<file path="config.mk">
export PLATFORM = sky130hd
export DESIGN_NAME = spi_slave_rx
export DESIGN_NICKNAME = d
export VERILOG_FILES = /design/src/rtl/spi_slave_rx.sv
export SDC_FILE = /design/constraint.sdc
export NUM_CORES = 1
export LEC_CHECK = 0
export ABC_AREA = 1
export CELL_PAD_IN_SITES_DETAIL_PLACEMENT = 1
export CELL_PAD_IN_SITES_GLOBAL_PLACEMENT = 1
export CORE_MARGIN = 3
export CORE_UTILIZATION = 43
export CTS_CLUSTER_DIAMETER = 40
export DETAILED_ROUTE_END_ITERATION = 10
export PLACE_DENSITY_LB_ADDON = 0.2
export SLEW_MARGIN = 20
export SYNTH_ARGS = -nofsm -noshare
export SYNTH_HDL_FRONTEND = slang
export SYNTH_SLANG_ARGS = --single-unit
export TNS_END_PERCENT = 5
</file>
<file path="constraint.sdc">
create_clock -name clk_i -period 2.53 [get_ports clk_i]
set_input_delay 0.253 -clock clk_i [delete_from_list [all_inputs] [get_ports clk_i]]
set_output_delay 0.253 -clock clk_i [all_outputs]
set_load 0.05 [all_outputs]
</file>
<file path="src/rtl/spi_slave_rx.sv">
// SPI mode-0 receive end: oversampled pins, MSB-first deserialiser,
// and a first-fall-through FIFO with a valid/ready read port.
module spi_slave_rx #(
  parameter int DATA_W      = 32,
  parameter int SYNC_STAGES = 2,
  parameter int FIFO_DEPTH  = 4
) (
  input  logic              clk_i,
  input  logic              rst_i,
  input  logic              spi_sclk,
  input  logic              spi_sdo,
  input  logic              spi_cs,
  output logic [DATA_W-1:0] rx_data_o,
  output logic              rx_valid_o,
  input  logic              rx_ready_i,
  output logic              busy_o,
  output logic              frame_err_o,
  output logic              overflow_o
);

  localparam int AW = $clog2(FIFO_DEPTH);
  localparam int CW = $clog2(DATA_W);
  localparam logic [CW-1:0] CNT_LAST = CW'(DATA_W - 1);
  localparam logic [CW-1:0] CNT_ONE  = CW'(1);
  localparam logic [AW:0]   PTR_ONE  = (AW + 1)'(1);

  typedef enum logic {IDLE, SHIFT} state_e;

  logic [SYNC_STAGES-1:0] sclk_q;
  logic [SYNC_STAGES-1:0] sdo_q;
  logic [SYNC_STAGES-1:0] cs_q;
  logic                   sclk_dly_q;
  logic                   sclk_s;
  logic                   sdo_s;
  logic                   cs_s;
  logic                   rise;

  always_ff @(posedge clk_i or posedge rst_i) begin
    if (rst_i) begin
      sclk_q     <= '0;
      sdo_q      <= '0;
      cs_q       <= '1;
      sclk_dly_q <= 1'b0;
    end else begin
      sclk_q     <= {sclk_q[SYNC_STAGES-2:0], spi_sclk};
      sdo_q      <= {sdo_q[SYNC_STAGES-2:0], spi_sdo};
      cs_q       <= {cs_q[SYNC_STAGES-2:0], spi_cs};
      sclk_dly_q <= sclk_s;
    end
  end

  assign sclk_s = sclk_q[SYNC_STAGES-1];
  assign sdo_s  = sdo_q[SYNC_STAGES-1];
  assign cs_s   = cs_q[SYNC_STAGES-1];
  assign rise   = sclk_s & ~sclk_dly_q;

  state_e            state_q;
  logic [CW-1:0]     cnt_q;
  logic [DATA_W-1:0] shreg_q;
  logic              push_q;
  logic              frame_err_q;

  // push_q marks the cycle after the last bit; shreg_q then holds the word
  always_ff @(posedge clk_i or posedge rst_i) begin
    if (rst_i) begin
      state_q     <= IDLE;
      cnt_q       <= '0;
      shreg_q     <= '0;
      push_q      <= 1'b0;
      frame_err_q <= 1'b0;
    end else begin
      push_q      <= 1'b0;
      frame_err_q <= 1'b0;
      unique case (state_q)
        IDLE: begin
          if (!cs_s) begin
            state_q <= SHIFT;
            cnt_q   <= '0;
          end
        end
        SHIFT: begin
          if (cs_s) begin
            state_q     <= IDLE;
            frame_err_q <= (cnt_q != '0);
            cnt_q       <= '0;
          end else if (rise) begin
            shreg_q <= {shreg_q[DATA_W-2:0], sdo_s};
            if (cnt_q == CNT_LAST) begin
              cnt_q  <= '0;
              push_q <= 1'b1;
            end else begin
              cnt_q <= cnt_q + CNT_ONE;
            end
          end
        end
        default: state_q <= IDLE;
      endcase
    end
  end

  assign busy_o      = (state_q == SHIFT);
  assign frame_err_o = frame_err_q;

  logic [DATA_W-1:0] mem_q [FIFO_DEPTH];
  logic [AW:0]       wptr_q;
  logic [AW:0]       rptr_q;
  logic [DATA_W-1:0] last_q;
  logic              overflow_q;
  logic              empty;
  logic              full;
  logic              pop;
  logic              wr;

  assign empty = (wptr_q == rptr_q);
  assign full  = (wptr_q[AW] != rptr_q[AW]) &&
                 (wptr_q[AW-1:0] == rptr_q[AW-1:0]);
  assign pop   = !empty && rx_ready_i;
  assign wr    = push_q && (!full || pop);

  always_ff @(posedge clk_i) begin
    if (wr) mem_q[wptr_q[AW-1:0]] <= shreg_q;
  end

  // last_q keeps the most recently popped word visible while empty
  always_ff @(posedge clk_i or posedge rst_i) begin
    if (rst_i) begin
      wptr_q     <= '0;
      rptr_q     <= '0;
      last_q     <= '0;
      overflow_q <= 1'b0;
    end else begin
      overflow_q <= push_q && full && !pop;
      if (wr) wptr_q <= wptr_q + PTR_ONE;
      if (pop) begin
        rptr_q <= rptr_q + PTR_ONE;
        last_q <= mem_q[rptr_q[AW-1:0]];
      end
    end
  end

  assign rx_valid_o = !empty;
  assign rx_data_o  = empty ? last_q : mem_q[rptr_q[AW-1:0]];
  assign overflow_o = overflow_q;

endmodule

</file>
; ---- Word level (Yosys, flattened, before mapping)
; Memories as Yosys holds them, arrays and structs flattened.
; Cells that the tools add are included.
[op_classes]
add_sub_neg = 3
eq_ne = 6
n_mux = 15
bitwise_logic = 4
n_reduce_logical = 12
[ops]
columns = cell, count
row1 = $mux 32, 1
row2 = $mux 5, 4
row3 = $pmux 5 s2, 1
row4 = $mux 1, 9
row5 = $add 3x1->3 const B, 2
row6 = $add 5x1->5 const B, 1
row7 = $eq 5x5->1 const B, 1
row8 = $logic_and 1x1->1, 5
row9 = $reduce_bool 5->1, 1
row10 = $eq 3x3->1, 1
row11 = $logic_not 1->1, 3
row12 = $ne 3x3->1 const B, 1
row13 = $not 1->1, 3
row14 = $reduce_and 3->1, 1
row15 = $eq 2x2->1, 1
row16 = $ne 2x2->1 const B, 1
row17 = $reduce_and 2->1, 1
row18 = $and 1x1->1, 1
row19 = $logic_or 1x1->1, 1
row20 = $ne 1x1->1, 1
[word_totals]
ff_bits = 86
ram_bits = 128
in_bits = 6
output_inout_bits = 36
wordCells = 54
memories = 1
[memory_table]
columns = memory, depth, word_bits, rd, rd_ports_with_merged_regs, write_ports, line_no
row1 = mem_q, 4, 32, 1, 0, 1, 104  ; logic [DATA_W-1:0] mem_q [FIFO_DEPTH];

; ---- Logic depth before layout (Yosys ltp)
; Gate-level depths: netlist of run 1.
[depth]
ltp_word = 7
mapped_depth = 10
mapped_depth_nobuf = 9

; ---- Worst setup path before layout of run 1
; OpenSTA, ideal clock, no wires.
[synth_timing]
path_kind = reg-to-reg
from = reg rptr_q[1]
to = mem mem_q[0][0], enable pin
t_arrival_ns = 2.378
required_time_ns = 2.109
slack_ns = -0.269
path_stages_with_launch = 9
path_cell_list = dfrtp_1 buf_4 inv_2 nand2_1 nand2_1 nor2_2 nand2_1 nand2_1 nor2_1
[synth_between]
elab_chain_cells = 7
[synth_rtl]
columns = item, line_no
row1 = from (decl), 106  ; logic [AW:0] rptr_q;
row2 = from (signal assigned), 135  ; rptr_q <= rptr_q + PTR_ONE;
row3 = $eq 3x3->1 or $eq 2x2->1 (tied branches), "114, 116"
row4 = $logic_not 1->1 or $logic_and 1x1->1 (tied branches), "117, 115"
row5 = $logic_and 1x1->1 or $logic_not 1->1 (tied branches), "117, 118"
row6 = $logic_or 1x1->1 *, 118  ; assign wr = push_q && (!full || pop);
row7 = $logic_and 1x1->1 *, 118
row8 = $mux 1 *, 121  ; if (wr) mem_q[wptr_q[AW-1:0]] <= shreg_q;
row9 = $mux 1 (implied by the code) *, 121
row10 = to (decl), 104
; Mark *: on every way between the ends. The rest lies on a longest branch, timed or not.

; ---- Final worst setup path of run 1
[layout_timing]
from = reg wptr_q[1]
to = out rx_data_o[14]
[layout_between]
elab_chain_cells = 2
[layout_rtl]
columns = item, line_no
row1 = from (decl), 105  ; logic [AW:0] wptr_q;
row2 = from (signal assigned), 133  ; if (wr) wptr_q <= wptr_q + PTR_ONE;
row3 = $eq 3x3->1, 114  ; assign empty = (wptr_q == rptr_q);
row4 = $mux 32, 142  ; assign rx_data_o = empty ? last_q : mem_q[rptr_q[AW-1:0]];
row5 = to (decl), 13  ; output logic [DATA_W-1:0] rx_data_o,
; Every way passes these cells.

==> flow_metrics.tcl, run 1 <==
set metrics [dict create \
    status "finished clean" \
    rsz0062_at_grt "no" \
    drc 0 \
    clock_path_buffers 3 \
    tightestPinTransition_ns 0.495 \
    via_count 6137 \
    grt_pass1_vias 6214 \
    r2r-end "mem_q[1][9]" \
    maxSlewHeadroom_pct 66.9 \
    criticalPathCategory "flip-flop to primary output" \
    postCtsSetupRepairBufs 0 \
    synth_top_cell_area_share_pct 43.0 \
    period_minus_slack_ns 2.36 \
    grt_pass1_wl_um 33000 \
    die_h_um 150 \
    wl_per_cell_um 16.0 \
    crit_path_end_kind "primary output" \
    yosysTopAreaCell "edfxtp_1" \
    p_seq_share_pct 49.0 \
    die_x_um 150 \
    drt_iter0_drc 349 \
    antenna_cells 0 \
    yosysWarnings 0 \
    yosysSeqAreaShare_pct 67.1 \
    cts_sinks 214 \
    pwr-share-comb_pct 3.0 \
    synth_area_leaders "edfxtp_1, dfrtp_1, nand2_1" \
    drtAntennaViolNets 0 \
    ff2ff_path_depth 8 \
    firstDrtPassIters 4 \
    clk_pin_slew_ns 0.05 \
    coreArea_um2 20300 \
    timing.hold.ws_ns 0.0393 \
    fin_crit_sh_pct 93.4 \
    syn_inst 922 \
    ys_types 23 \
    grt_max_degree 69 \
    floorplan.initialDensity_pct 44.0 \
    cts_tree "done" \
    drv_slew 0 \
    io_buffers 41 \
    gp_congestion 0.749 \
    avgSynthCellArea_um2 9.69 \
    die_area_um2 22500 \
    layout-drive-gt1-share_pct 11.8 \
    reg2reg_slack_ns 0.56 \
    area_growth_pct 23.8 \
    max-vdd-ir-drop_mv 0.537 \
    dpl.hpwl_um 12400 \
    clkPwrFrac_pct 48.0 \
    max_freq_mhz 423 \
    vias_per_cell 4.86 \
    cts_root_buffer "clkbuf_16" \
    startpoint_type "flip-flop" \
    p_int_uw 6730 \
    syn_area_um2 8940 \
    hold_buffers 0 \
    sw_frac_of_total_pct 22.2 \
    final_hold_viol_count 0 \
    tns_ns 0 \
    nNetsFinal 982 \
    fin_skew_ns 0.0133 \
    antenna_found_initial 0 \
    grt_overflow_total 0 \
    power.density_nw_per_um2 782 \
    leakagePower_uw 0.00504 \
    reg2reg_from "wptr_q[0]" \
    hp-class "input port to asynchronous set/reset pin" \
    worst-path-max-fanout 27 \
    clk_latency_ns 0.54 \
    boundaryPins 42 \
    setup_violations 0 \
    cp.required_ns 2.28 \
    cts_buffers 31 \
    p_sw_uw 1920 \
    cts.htree.levels 1 \
    routed_wl_um 20200 \
    grt_usage_pct 18.7 \
    synth_nets 936 \
    cp_data_arrival_time_ns 2.11 \
    fillCellCount 2206 \
    max_cap_viol_count 0 \
    row_count 52 \
    ys_ff_latch 214 \
]
-- sequential cells by signal, indices dropped and copies added (netlist names) --
signal,count
mem_q,128
last_q,32
shreg_q,32
cnt_q,5
rptr_q,3
wptr_q,3
cs_q,2
sclk_q,2
sdo_q,2
busy_o,1
frame_err_o,1
overflow_o,1
push_q,1
sclk_dly_q,1
-- critical path, cell delays in order (launching register included) --
cell and delay (ns):
dfrtp_1 0.40, inv_1 0.10, nand2_1 0.07, nand2_1 0.07
nor2_2 0.15, nand2_2 0.12, inv_4 0.12, buf_12 0.17
nand2_1 0.07, nand2_1 0.12, buf_12 0.15
-- power by group through the flow --
| stage | logic, µW | clock network [µW] | registers [µW] |
|---|---|---|---|
| floorplan | 180 | 0 | 4220 |
| global placement | 250 | 0 | 4280 |
| detailed placement | 263 | 0 | 4300 |
| CTS | 267 | 4240 | 4230 |
| global route | 309 | 4410 | 4270 |
| finish | 258 | 4150 | 4230 |
-- repair_timing --
item | in CTS | in global routing
setup endpoints to repair | 0 | 21
endpoints found under the hold margin | 0 | 0
resized for setup | 0 | 2
-- cells in the mapped netlist, drive strengths merged --
cell    count
nand3      42
a21oi      17
nand4       1
clkbuf     13
dfrtp      84
edfxtp    128
ha          8
o21ai      18
dfstp       2
nand2     500
inv        43
o22ai       2
buf        32
xor2        2
a41oi       1
nor2       29
-- cell usage in the layout (no fill, tap or decap), types with 3 or more instances in the layout --
master	n
clkbuf_1	6
nor2_1	24
nand3_1	41
nor2_2	5
inv_6	3
clkdlybuf4s50_1	8
clkinv_2	4
buf_4	8
o21ai_0	18
dfrtp_1	82
ha_1	8
edfxtp_1	128
buf_12	42
clkinvlp_4	3
clkbuf_8	3
inv_4	4
clkbuf_16	32
a21oi_1	17
nand2_1	498
inv_1	39
-- cell type report --
cell class,instances,area [µm²],share of cell area [%]
Tap cell,270,338,3.05
Clock buffer,41,865,7.82
Multi-Input combinational cell,620,2540,23.0
Sequential cell,214,6000,54.3
Clock inverter,17,165,1.49
Inverter,43,166,1.50
Timing Repair Buffer,58,981,8.87
-- cell families after synthesis --
| logic type | share of synthesized area (%) |
|---|---|
| xor gates and xnor gates | 0.196 |
| DFF | 67.1 |
| adders and majority gates | 1.12 |
| buffers and inverters | 4.58 |
| AOI/OAI and AO/OA | 2.20 |
| and+or+nand+nor | 24.8 |
-- metrics by stage --
stage          cells  power, µW  cell area [µm²]  setup WS (ns)  util, %
2_1_floorplan    922       4400             8940         -0.269        -
3_3_place_gp    1205       4530            10000          0.486     49.4
3_5_place_dp    1205       4560            10000          0.473     49.4
4_1_cts         1263       8740            11100         0.0801     54.5
5_1_grt         1263       8990            11100        0.00725     54.5
6_report        1263       8640            11100          0.168     54.5
-- layer usage --
| layer | global-route usage (%) | vias up | part of all wire [%] |
|---|---|---|---|
| met1 | 25.6 | 2974 | 46 |
| met5 | 0 | - | 0 |
| met4 | 3.98 | 0 | 1.5 |
| met2 | 31.9 | 104 | 48 |
| li1 | - | 3032 | - |
| met3 | 2.77 | 27 | 4.1 |
-- worst max path at each step --
stage | slack (ns) | start | to
global placement | 0.49 | rx_ready_i | mem_q[1][13]
CTS | 0.08 | wptr_q[0] | rx_data_o[14]
global route | 0.007 | rptr_q[0] | rx_data_o[19]
floorplan | -0.27 | rptr_q[1] | mem_q[0][0]
detailed placement | 0.47 | rx_ready_i | mem_q[1][13]
finish | 0.17 | wptr_q[1] | rx_data_o[14]
Power figures use the tool's default switching activity.
==> inputs of run 2 (changes only) <==
- HOLD_SLACK_MARGIN: default -> 0.03
==> results of run 2 <==
Final layout, timing and power as in run 1 (identical DEF).
